==> config.mk <==
export PLATFORM = sky130hd
export DESIGN_NAME = spi_cmd_parser_flat
export DESIGN_NICKNAME = d
export VERILOG_FILES = /design/src/rtl/spi_cmd_parser_if.sv /design/src/rtl/spi_cmd_parser.sv /design/src/flat_wrapper.sv
export SDC_FILE = /design/constraint.sdc
export NUM_CORES = 1
export LEC_CHECK = 0
export ABC_AREA = 1
export CORE_UTILIZATION = 62
export CTS_CLUSTER_DIAMETER = 120
export DETAILED_ROUTE_END_ITERATION = 6
export GPL_TIMING_DRIVEN = 0
export HOLD_SLACK_MARGIN = 0.03
export PLACE_DENSITY = 0.85
export SYNTH_ARGS = -nofsm -noshare
export SYNTH_HDL_FRONTEND = slang
export SYNTH_SLANG_ARGS = --single-unit
==> constraint.sdc <==
create_clock -name clk -period 6.4 [get_ports clk]
set_clock_uncertainty 0.2 [all_clocks]
set_input_delay 0.96 -clock clk [delete_from_list [all_inputs] [get_ports clk]]
set_output_delay 0.96 -clock clk [all_outputs]
set_load 0.02 [all_outputs]
==> src/rtl/spi_cmd_parser_if.sv <==
// rtl/spi_cmd_parser_if.sv - byte stream in, register-file events out, for spi_cmd_parser
interface spi_cmd_parser_if;
  logic       frame_active;
  logic [7:0] cmd;
  logic       cmd_valid;
  logic [7:0] rd_data;
  logic       rd_valid;
  logic       wr_strobe;
  logic [2:0] wr_addr;
  logic [7:0] ctrl;
  logic [7:0] err_count;

  modport master (
    output frame_active, cmd, cmd_valid,
    input  rd_data, rd_valid, wr_strobe, wr_addr, ctrl, err_count
  );

  modport slave (
    input  frame_active, cmd, cmd_valid,
    output rd_data, rd_valid, wr_strobe, wr_addr, ctrl, err_count
  );
endinterface

==> src/rtl/spi_cmd_parser.sv <==
// rtl/spi_cmd_parser.sv - SPI opcode parser driving a small register file
// Optional burst writes with address auto-increment: SPI_CMD_AUTOINC_EN
module spi_cmd_parser #(
  parameter int NREGS = 8
) (
  input logic             clk,
  input logic             rst,
  spi_cmd_parser_if.slave bus
);
  localparam int         AW        = (NREGS > 2) ? $clog2(NREGS) : 1;
  localparam logic [3:0] NREGS_L   = 4'(NREGS);
  localparam logic [2:0] LAST_ADDR = 3'(NREGS - 1);

  typedef enum logic [1:0] {IDLE, WDATA, SKIP} state_t;

  state_t     state_q;
  logic [7:0] regs_q [NREGS];
  logic [2:0] addr_q;
  logic [2:0] addr_d;
  logic [7:0] rd_data_q;
  logic       rd_valid_q;
  logic       wr_strobe_q;
  logic [2:0] wr_addr_q;
  logic [7:0] err_count_q;
  logic       op_ok;

  // Reserved bits must be clear and the address must land inside the file.
  assign op_ok  = (bus.cmd[6:3] == 4'b0000) && ({1'b0, bus.cmd[2:0]} < NREGS_L);
  assign addr_d = (addr_q == LAST_ADDR) ? 3'd0 : addr_q + 3'd1;

  always_ff @(posedge clk or posedge rst) begin
    if (rst) begin
      state_q     <= IDLE;
      addr_q      <= 3'd0;
      rd_data_q   <= 8'h00;
      rd_valid_q  <= 1'b0;
      wr_strobe_q <= 1'b0;
      wr_addr_q   <= 3'd0;
      err_count_q <= 8'h00;
      for (int i = 0; i < NREGS; i++) regs_q[i] <= 8'h00;
    end else begin
      rd_valid_q  <= 1'b0;
      wr_strobe_q <= 1'b0;
      if (!bus.frame_active) begin
        state_q <= IDLE;
      end else if (bus.cmd_valid) begin
        case (state_q)
          IDLE: begin
            if (!op_ok) begin
              if (err_count_q != 8'hFF) err_count_q <= err_count_q + 8'h01;
              state_q <= SKIP;
            end else if (bus.cmd[7]) begin
              addr_q  <= bus.cmd[2:0];
              state_q <= WDATA;
            end else begin
              rd_data_q  <= regs_q[bus.cmd[AW-1:0]];
              rd_valid_q <= 1'b1;
              state_q    <= SKIP;
            end
          end
          WDATA: begin
            regs_q[addr_q[AW-1:0]] <= bus.cmd;
            wr_strobe_q            <= 1'b1;
            wr_addr_q              <= addr_q;
`ifdef SPI_CMD_AUTOINC_EN
            addr_q  <= addr_d;
            state_q <= WDATA;
`else
            state_q <= SKIP;
`endif
          end
          default: state_q <= SKIP;
        endcase
      end
    end
  end

  assign bus.rd_data   = rd_data_q;
  assign bus.rd_valid  = rd_valid_q;
  assign bus.wr_strobe = wr_strobe_q;
  assign bus.wr_addr   = wr_addr_q;
  assign bus.ctrl      = regs_q[0];
  assign bus.err_count = err_count_q;

`ifndef SPI_CMD_AUTOINC_EN
  logic unused_addr;
  assign unused_addr = ^addr_d;
`endif
endmodule

==> src/flat_wrapper.sv <==
// flat-port wrapper written by rule: the top's interface ports become plain ports
module spi_cmd_parser_flat 
#(
  parameter int NREGS = 8
)
  (clk, rst, bus_frame_active, bus_cmd, bus_cmd_valid, bus_rd_data, bus_rd_valid, bus_wr_strobe, bus_wr_addr, bus_ctrl, bus_err_count);
  spi_cmd_parser_if bus_i ();
  input logic clk;
  input logic rst;
  input wire logic [$bits(bus_i.frame_active)-1:0] bus_frame_active;
  input wire logic [$bits(bus_i.cmd)-1:0] bus_cmd;
  input wire logic [$bits(bus_i.cmd_valid)-1:0] bus_cmd_valid;
  output wire logic [$bits(bus_i.rd_data)-1:0] bus_rd_data;
  output wire logic [$bits(bus_i.rd_valid)-1:0] bus_rd_valid;
  output wire logic [$bits(bus_i.wr_strobe)-1:0] bus_wr_strobe;
  output wire logic [$bits(bus_i.wr_addr)-1:0] bus_wr_addr;
  output wire logic [$bits(bus_i.ctrl)-1:0] bus_ctrl;
  output wire logic [$bits(bus_i.err_count)-1:0] bus_err_count;
  assign bus_i.frame_active = bus_frame_active;
  assign bus_i.cmd = bus_cmd;
  assign bus_i.cmd_valid = bus_cmd_valid;
  assign bus_rd_data = bus_i.rd_data;
  assign bus_rd_valid = bus_i.rd_valid;
  assign bus_wr_strobe = bus_i.wr_strobe;
  assign bus_wr_addr = bus_i.wr_addr;
  assign bus_ctrl = bus_i.ctrl;
  assign bus_err_count = bus_i.err_count;
  spi_cmd_parser #(.NREGS(NREGS)) u_core (.clk(clk), .rst(rst), .bus(bus_i));
endmodule
==> reports/qor.yml, run 1 <==
hold_ws_ns: 0.292
root_buffer: "clkbuf_8"
post_cts_resized: 0
wl_met1_mm: 4.47
area_growth_syn_to_layout_pct: 16.2
synthCells: 558
drc: 0
required_ns: 6.45
drive_gt1_share_pct: 8.17
peakVddDrop_mv: 0.208
highest_layer: "met4"
cap_violations: 0
tightestPinTransition_ns: 0.703
drv_slew: 0
ant_nets: 0
synth_simple_gate_area_share_pct: 27.9
hpwl_mm: 7.53
finalSetupTns_ns: 0
p_int_uw: 836
cp_slowest_cell: "clkdlybuf4s50_1"
num_vias: 3844
syn_avg_cell_area_um2: 7.84
synth_top_family_by_area: "simple AND/OR/NAND/NOR gates"
synth_warnings: 0
ys_seq_area_share_pct: 51.5
netlist_area_um2: 4380
cts_max_level: 3
grt_pass1_vias: 3738
yosysTopAreaCellShare_pct: 51.5
antennaDiodeCount: 0
outcome: "finished clean"
gp_congestion: 0.862
slowest_delay_ns: 0.42
die_y_um: 86.0
cts_tree: "yes"
post_cts_buffers: 0
period_needed_ns: 2.68
yosys.cell_types.count: 23
yosys.area_share.xor_xnor_pct: 0.800
grt_pass1_wl_mm: 18.0
wl_per_cell_um: 15.2
final.period_utilization_pct: 41.9
route.met3.wl_um: 807
cts_hold_buffers: 0
synth_compound_area_share_pct: 8.81
core_um2: 6790
start_util_pct: 64.4
ys_ff_latch: 90
leakage_uw: 0.00248
die_area_um2: 7400
firstDrtPassIters: 5
switching_share_pct: 27.8
nNetsFinal: 620
grt_usage_pct: 31.9
drt_iter0_drc: 384
nFillCells: 523
synthMuxAreaShare_pct: 0
clock_path_buffers: 2
cp-end-kind: "register"
cts_buffers: 9
cts.sinks: 90
grt_max_degree: 57
clk_latency_ns: 0.35
route.met2.wl_mm: 5.15
critPathMaxFanout: 10
synthAdderAreaFrac_pct: 0.286
ios: 41
die_w_um: 86.0
finalHoldViolCount: 0
synthTopCellsByArea: "dfrtp_1 51%, nand2_1 18%, nand3_1 5.9%"
worst_ep_arrival_time_ns: 2.73
switching_power_uw: 321
worstSetupPathType: "in2reg"
clk_pin_slew_ns: 0.09
gr-total-overflow: 0
max_freq_ghz: 0.373
worstSetupStartpointType: "input pin"
portBuffers: 37
wirelength_mm: 10.7
hold_class: "reg2reg"
cp_cell_sequence: "clkdlybuf4s50_1 > inv_1 > nand4_1 > nor2_2 > inv_1 > nand2_1 > nand2_1"
seqPwrFrac_pct: 52.9
p_clk_share_pct: 32.4
relSlewSlack_pct: 53.1
synth_area_leader_cell: "dfrtp_1"
viasPerCell: 5.43
finalSetupViolCount: 0
rsz0062_at_grt: "no"
fp-row-count: 30
cellPowerDensity_nw_per_um2: 228
antenna_found_initial: 0
p_comb_share_pct: 14.7
synth_nets: 571
## per-stage QoR
step           setup slack [ns]  util (%)  area [µm²]  power [µW]  std cells
6_report                   3.72      74.8        5080        1160        708
5_1_grt                    3.62      74.8        5080        1210        708
4_1_cts                    3.78      74.8        5080        1160        708
3_5_place_dp               3.42      72.1        4900         792        692
3_3_place_gp               1.64      71.6        4870         783        691
2_1_floorplan              2.90         -        4380         718        558
## cells in the mapped netlist
cell	number
nand3b_1	2
xor2_1	3
nor2_1	18
dfrtp_1	90
inv_1	67
a21oi_1	2
buf_4	8
nor3_1	3
nand2_2	1
nor3_4	1
buf_2	3
ha_1	1
nand4_1	1
nand2_4	3
nor2_2	1
xnor2_1	1
clkbuf_1	11
o21ai_0	45
o21ai_2	8
o21ai_1	16
nand2_1	212
buf_6	9
nand3_1	52
## sequential cells by signal (all words and copies together) (netlist names)
register / flops
u_core.bus.ctrl: 8
u_core.regs_q: 56
u_core.bus.wr_strobe: 1
u_core.bus.err_count: 8
u_core.state_q: 2
u_core.bus.rd_valid: 1
u_core.bus.rd_data: 8
u_core.addr_q: 3
u_core.bus.wr_addr: 3
## logic make-up after synthesis
logic type,count (synthesis)
AND/OR/NAND/NOR,294
buffers and inverters,98
flip-flops,90
AO/OA/AOI/OAI,71
XOR/XNOR,4
adder cells (fa/ha/maj),1
## cell usage in the layout, fill, tap and decap left out, types with 8 or more instances in the layout
cell type / netlist / layout
nand2_1: 212 / 212
dfrtp_1: 90 / 90
inv_1: 67 / 66
nand3_1: 52 / 52
o21ai_0: 45 / 45
clkdlybuf4s50_1: 0 / 37
nor2_1: 18 / 18
o21ai_1: 16 / 16
clkbuf_1: 11 / 13
buf_6: 9 / 9
clkbuf_8: 0 / 9
o21ai_2: 8 / 8
buf_4: 8 / 8
## power by group through the flow
stage / clock [µW] / combinational, µW / sequential [µW]
after CTS: 376 / 171 / 611
after global routing: 404 / 186 / 615
after global placement: 0 / 162 / 621
after detailed placement: 0 / 170 / 622
final: 375 / 170 / 611
after floorplan: 0 / 81.0 / 637
## critical path: cells and delay by family
family	cells	cell delay, ns
buffers and inverters	3	1.04
and+or+nand+nor	4	0.72
## final cells by class
type,count,area (µm²),share of cell area (%)
clock inverter,5,55.1,1.08
inverter,67,254,5.00
buffer,31,218,4.28
sequential,90,2250,44.3
clock buffer,11,131,2.58
timing repair buffer,38,398,7.83
multi-input combinational,370,1660,32.6
tap,96,120,2.36
## routing by layer
| metal | global-route usage, % | vias to the layer above |
|---|---|---|
| li1 | - | 1825 |
| met1 | 43.9 | 1817 |
| met2 | 50.6 | 171 |
| met3 | 5.39 | 31 |
| met4 | 13.5 | 0 |
| met5 | 0 | - |
## worst paths after layout
kind	from	endpoint	slack (ns)	depth (start not counted)
max	bus_cmd[7]	u_core.bus.rd_data[6]	3.72	7
min	u_core.regs_q[9]	u_core.regs_q[9]	0.29	2
max reg2reg	u_core.state_q[0]	u_core.regs_q[6]	4.56	5
min reg2reg	u_core.regs_q[9]	u_core.regs_q[9]	0.29	2
max in group asynchronous	rst	u_core.regs_q[4]	4.61	3
min in group asynchronous	rst	u_core.regs_q[48]	0.77	2
Note: power is estimated with default switching activity, not from simulation.
==> run 2, diff against run 1 <==
--- a/config.mk
+++ b/config.mk
@@ -6,12 +6,12 @@
 export NUM_CORES = 1
 export LEC_CHECK = 0
 export ABC_AREA = 1
-export CORE_UTILIZATION = 62
+export CORE_UTILIZATION = 52
 export CTS_CLUSTER_DIAMETER = 120
 export DETAILED_ROUTE_END_ITERATION = 6
 export GPL_TIMING_DRIVEN = 0
 export HOLD_SLACK_MARGIN = 0.03
-export PLACE_DENSITY = 0.85
+export PLACE_DENSITY = 0.76
 export SYNTH_ARGS = -nofsm -noshare
 export SYNTH_HDL_FRONTEND = slang
 export SYNTH_SLANG_ARGS = --single-unit
==> constraint.sdc (replaced) <==
create_clock -name clk -period 2.4 [get_ports clk]
set_clock_uncertainty 0.2 [all_clocks]
set_input_delay 0.36 -clock clk [delete_from_list [all_inputs] [get_ports clk]]
set_output_delay 0.36 -clock clk [all_outputs]
set_load 0.02 [all_outputs]
==> reports/qor.yml, run 2 (synthesis gave the netlist of run 1 again) <==
min-delay-start: "bus_cmd[2]"
cp-end-kind: "register"
grt_pass1_wl_mm: 17.3
r2r-end: "u_core.bus.rd_data[6]"
setup_ws_ns: 0.266
regMostFlops: "u_core.regs_q"
worstSetupStartpointType: "input pin"
cts_max_level: 3
viasPerCell: 5.32
drive_gt1_share_pct: 8.32
cts_hold_buffers: 0
clock_path_buffers: 2
r2r_cells: 6
drc: 0
finalSetupViolCount: 0
worstSetupPathType: "in2reg"
clk_pin_slew_ns: 0.09
hold_class: "in2reg"
required_ns: 2.46
design_area_um2: 5160
gp_congestion: 0.858
nNetsFinal: 621
p_clk_share_pct: 37.1
cts_buffers: 9
reg2reg_slack_ns: 0.58
cap_violations: 0
largest_reg_flops: 56
post_cts_buffers: 0
core_um2: 8180
place_area_um2: 4920
grt_pass1_vias: 3603
portBuffers: 37
final_core_util_pct: 63.1
p_comb_share_pct: 13.7
wl_per_cell_um: 14.5
critPathMaxFanout: 10
cp_cell_sequence: "clkdlybuf4s50_1 > inv_1 > nand4_1 > nor2_2 > inv_1 > nand2_1 > nand2_1"
final_common_cell: "nand2_1"
rsz0062_at_grt: "no"
p_int_uw: 2440
area_growth_syn_to_layout_pct: 17.8
cellPowerDensity_nw_per_um2: 641
switching_power_uw: 863
peakVddDrop_mv: 0.410
firstDrtPassIters: 5
whs_path_depth: 4
post_cts_resized: 0
fp-row-count: 33
ant_nets: 0
die_y_um: 93.7
hpwl_mm: 7.30
slowest_delay_ns: 0.44
gr-total-overflow: 0
layout_common_cells: "212 x nand2_1, 90 x dfrtp_1, 66 x inv_1, 52 x nand3_1, 45 x o21ai_0"
max_freq_ghz: 0.469
antennaDiodeCount: 0
cts.sinks: 90
cts_tree: "yes"
die_w_um: 93.7
tightestPinTransition_ns: 0.755
leakage_uw: 0.00251
wirelength_mm: 10.4
drt_iter0_drc: 236
finalHoldViolCount: 0
hold_path_end: "u_core.bus.rd_data[0]"
grt_max_degree: 35
switching_share_pct: 26.1
relSlewSlack_pct: 49.7
die_area_um2: 8790
final.period_utilization_pct: 88.9
drv_slew: 0
grt_usage_pct: 26.2
finalSetupTns_ns: 0
seqPwrFrac_pct: 49.3
start_util_pct: 53.5
period_needed_ns: 2.13
antenna_found_initial: 0
reg2reg_from: "u_core.state_q[1]"
root_buffer: "clkbuf_8"
ios: 41
place_ws_ns: -0.0590
clk_latency_ns: 0.37
worst_ep_arrival_time_ns: 2.19
outcome: "finished clean"
num_vias: 3817
cp_slowest_cell: "nor2_2"
==> run 2: changes by cell type in the layout (fill, tap and decap cells not counted), sizes merged <==
| cell | before | now |
|---|---|---|
| clkinv | 2 | 1 |
| inv | 67 | 66 |
| bufinv | 1 | 3 |
| buf | 21 | 22 |
==> run 2: power by group through the flow <==
| stage | logic, µW | registers, µW | clock network, µW |
|---|---|---|---|
| global placement | 435 | 1660 | 0 |
| global route | 496 | 1640 | 1310 |
| CTS | 455 | 1630 | 1240 |
| finish | 451 | 1630 | 1220 |
| floorplan | 216 | 1700 | 0 |
| detailed placement | 452 | 1660 | 0 |
==> run 2: worst max-delay path by stage <==
stage / start / endpoint / slack [ns] / depth (start not counted)
final: bus_cmd[7] / u_core.bus.rd_data[6] / 0.27 / 7
after global routing: bus_cmd[7] / u_core.bus.rd_data[5] / 0.15 / 7
after CTS: bus_cmd[7] / u_core.bus.rd_data[7] / 0.31 / 7
after detailed placement: bus_cmd[7] / u_core.bus.rd_data[7] / -0.06 / 7
after global placement: rst / u_core.regs_q[1] / -0.14 / 2
after floorplan: rst / u_core.addr_q[0] / 0.79 / 1
==> run 2: area by class of cell <==
| type | instances | area, µm² |
|---|---|---|
| buffer | 31 | 218 |
| clock buffer | 11 | 131 |
| clock inverter | 5 | 103 |
| fill | 688 | 3020 |
| inverter | 67 | 255 |
| multi-input combinational | 370 | 1660 |
| sequential | 90 | 2250 |
| tap | 105 | 131 |
| timing repair buffer | 39 | 410 |
==> run 2: metal layers <==
metal / wire (µm) / vias to the layer above / global-route usage (%)
li1: - / 1831 / -
met1: 4440 / 1799 / 33.6
met2: 4920 / 158 / 41.7
met3: 645 / 29 / 5.58
met4: 385 / 0 / 13.2
met5: 0 / - / 0
==> run 2: worst max-delay path, delay by kind of cell <==
kind / cells / cell delay, ns
buffers and inverters: 3 / 1.04
AND/OR/NAND/NOR: 4 / 0.79
==> run 2: metrics by stage <==
stage                     hold WS, ns  cells  total power (µW)
after detailed placement        0.270    702              2110
after CTS                       0.189    718              3320
after global routing            0.238    718              3440
final                           0.199    718              3300
after global placement          0.262    700              2090
after floorplan                 0.253    558              1920
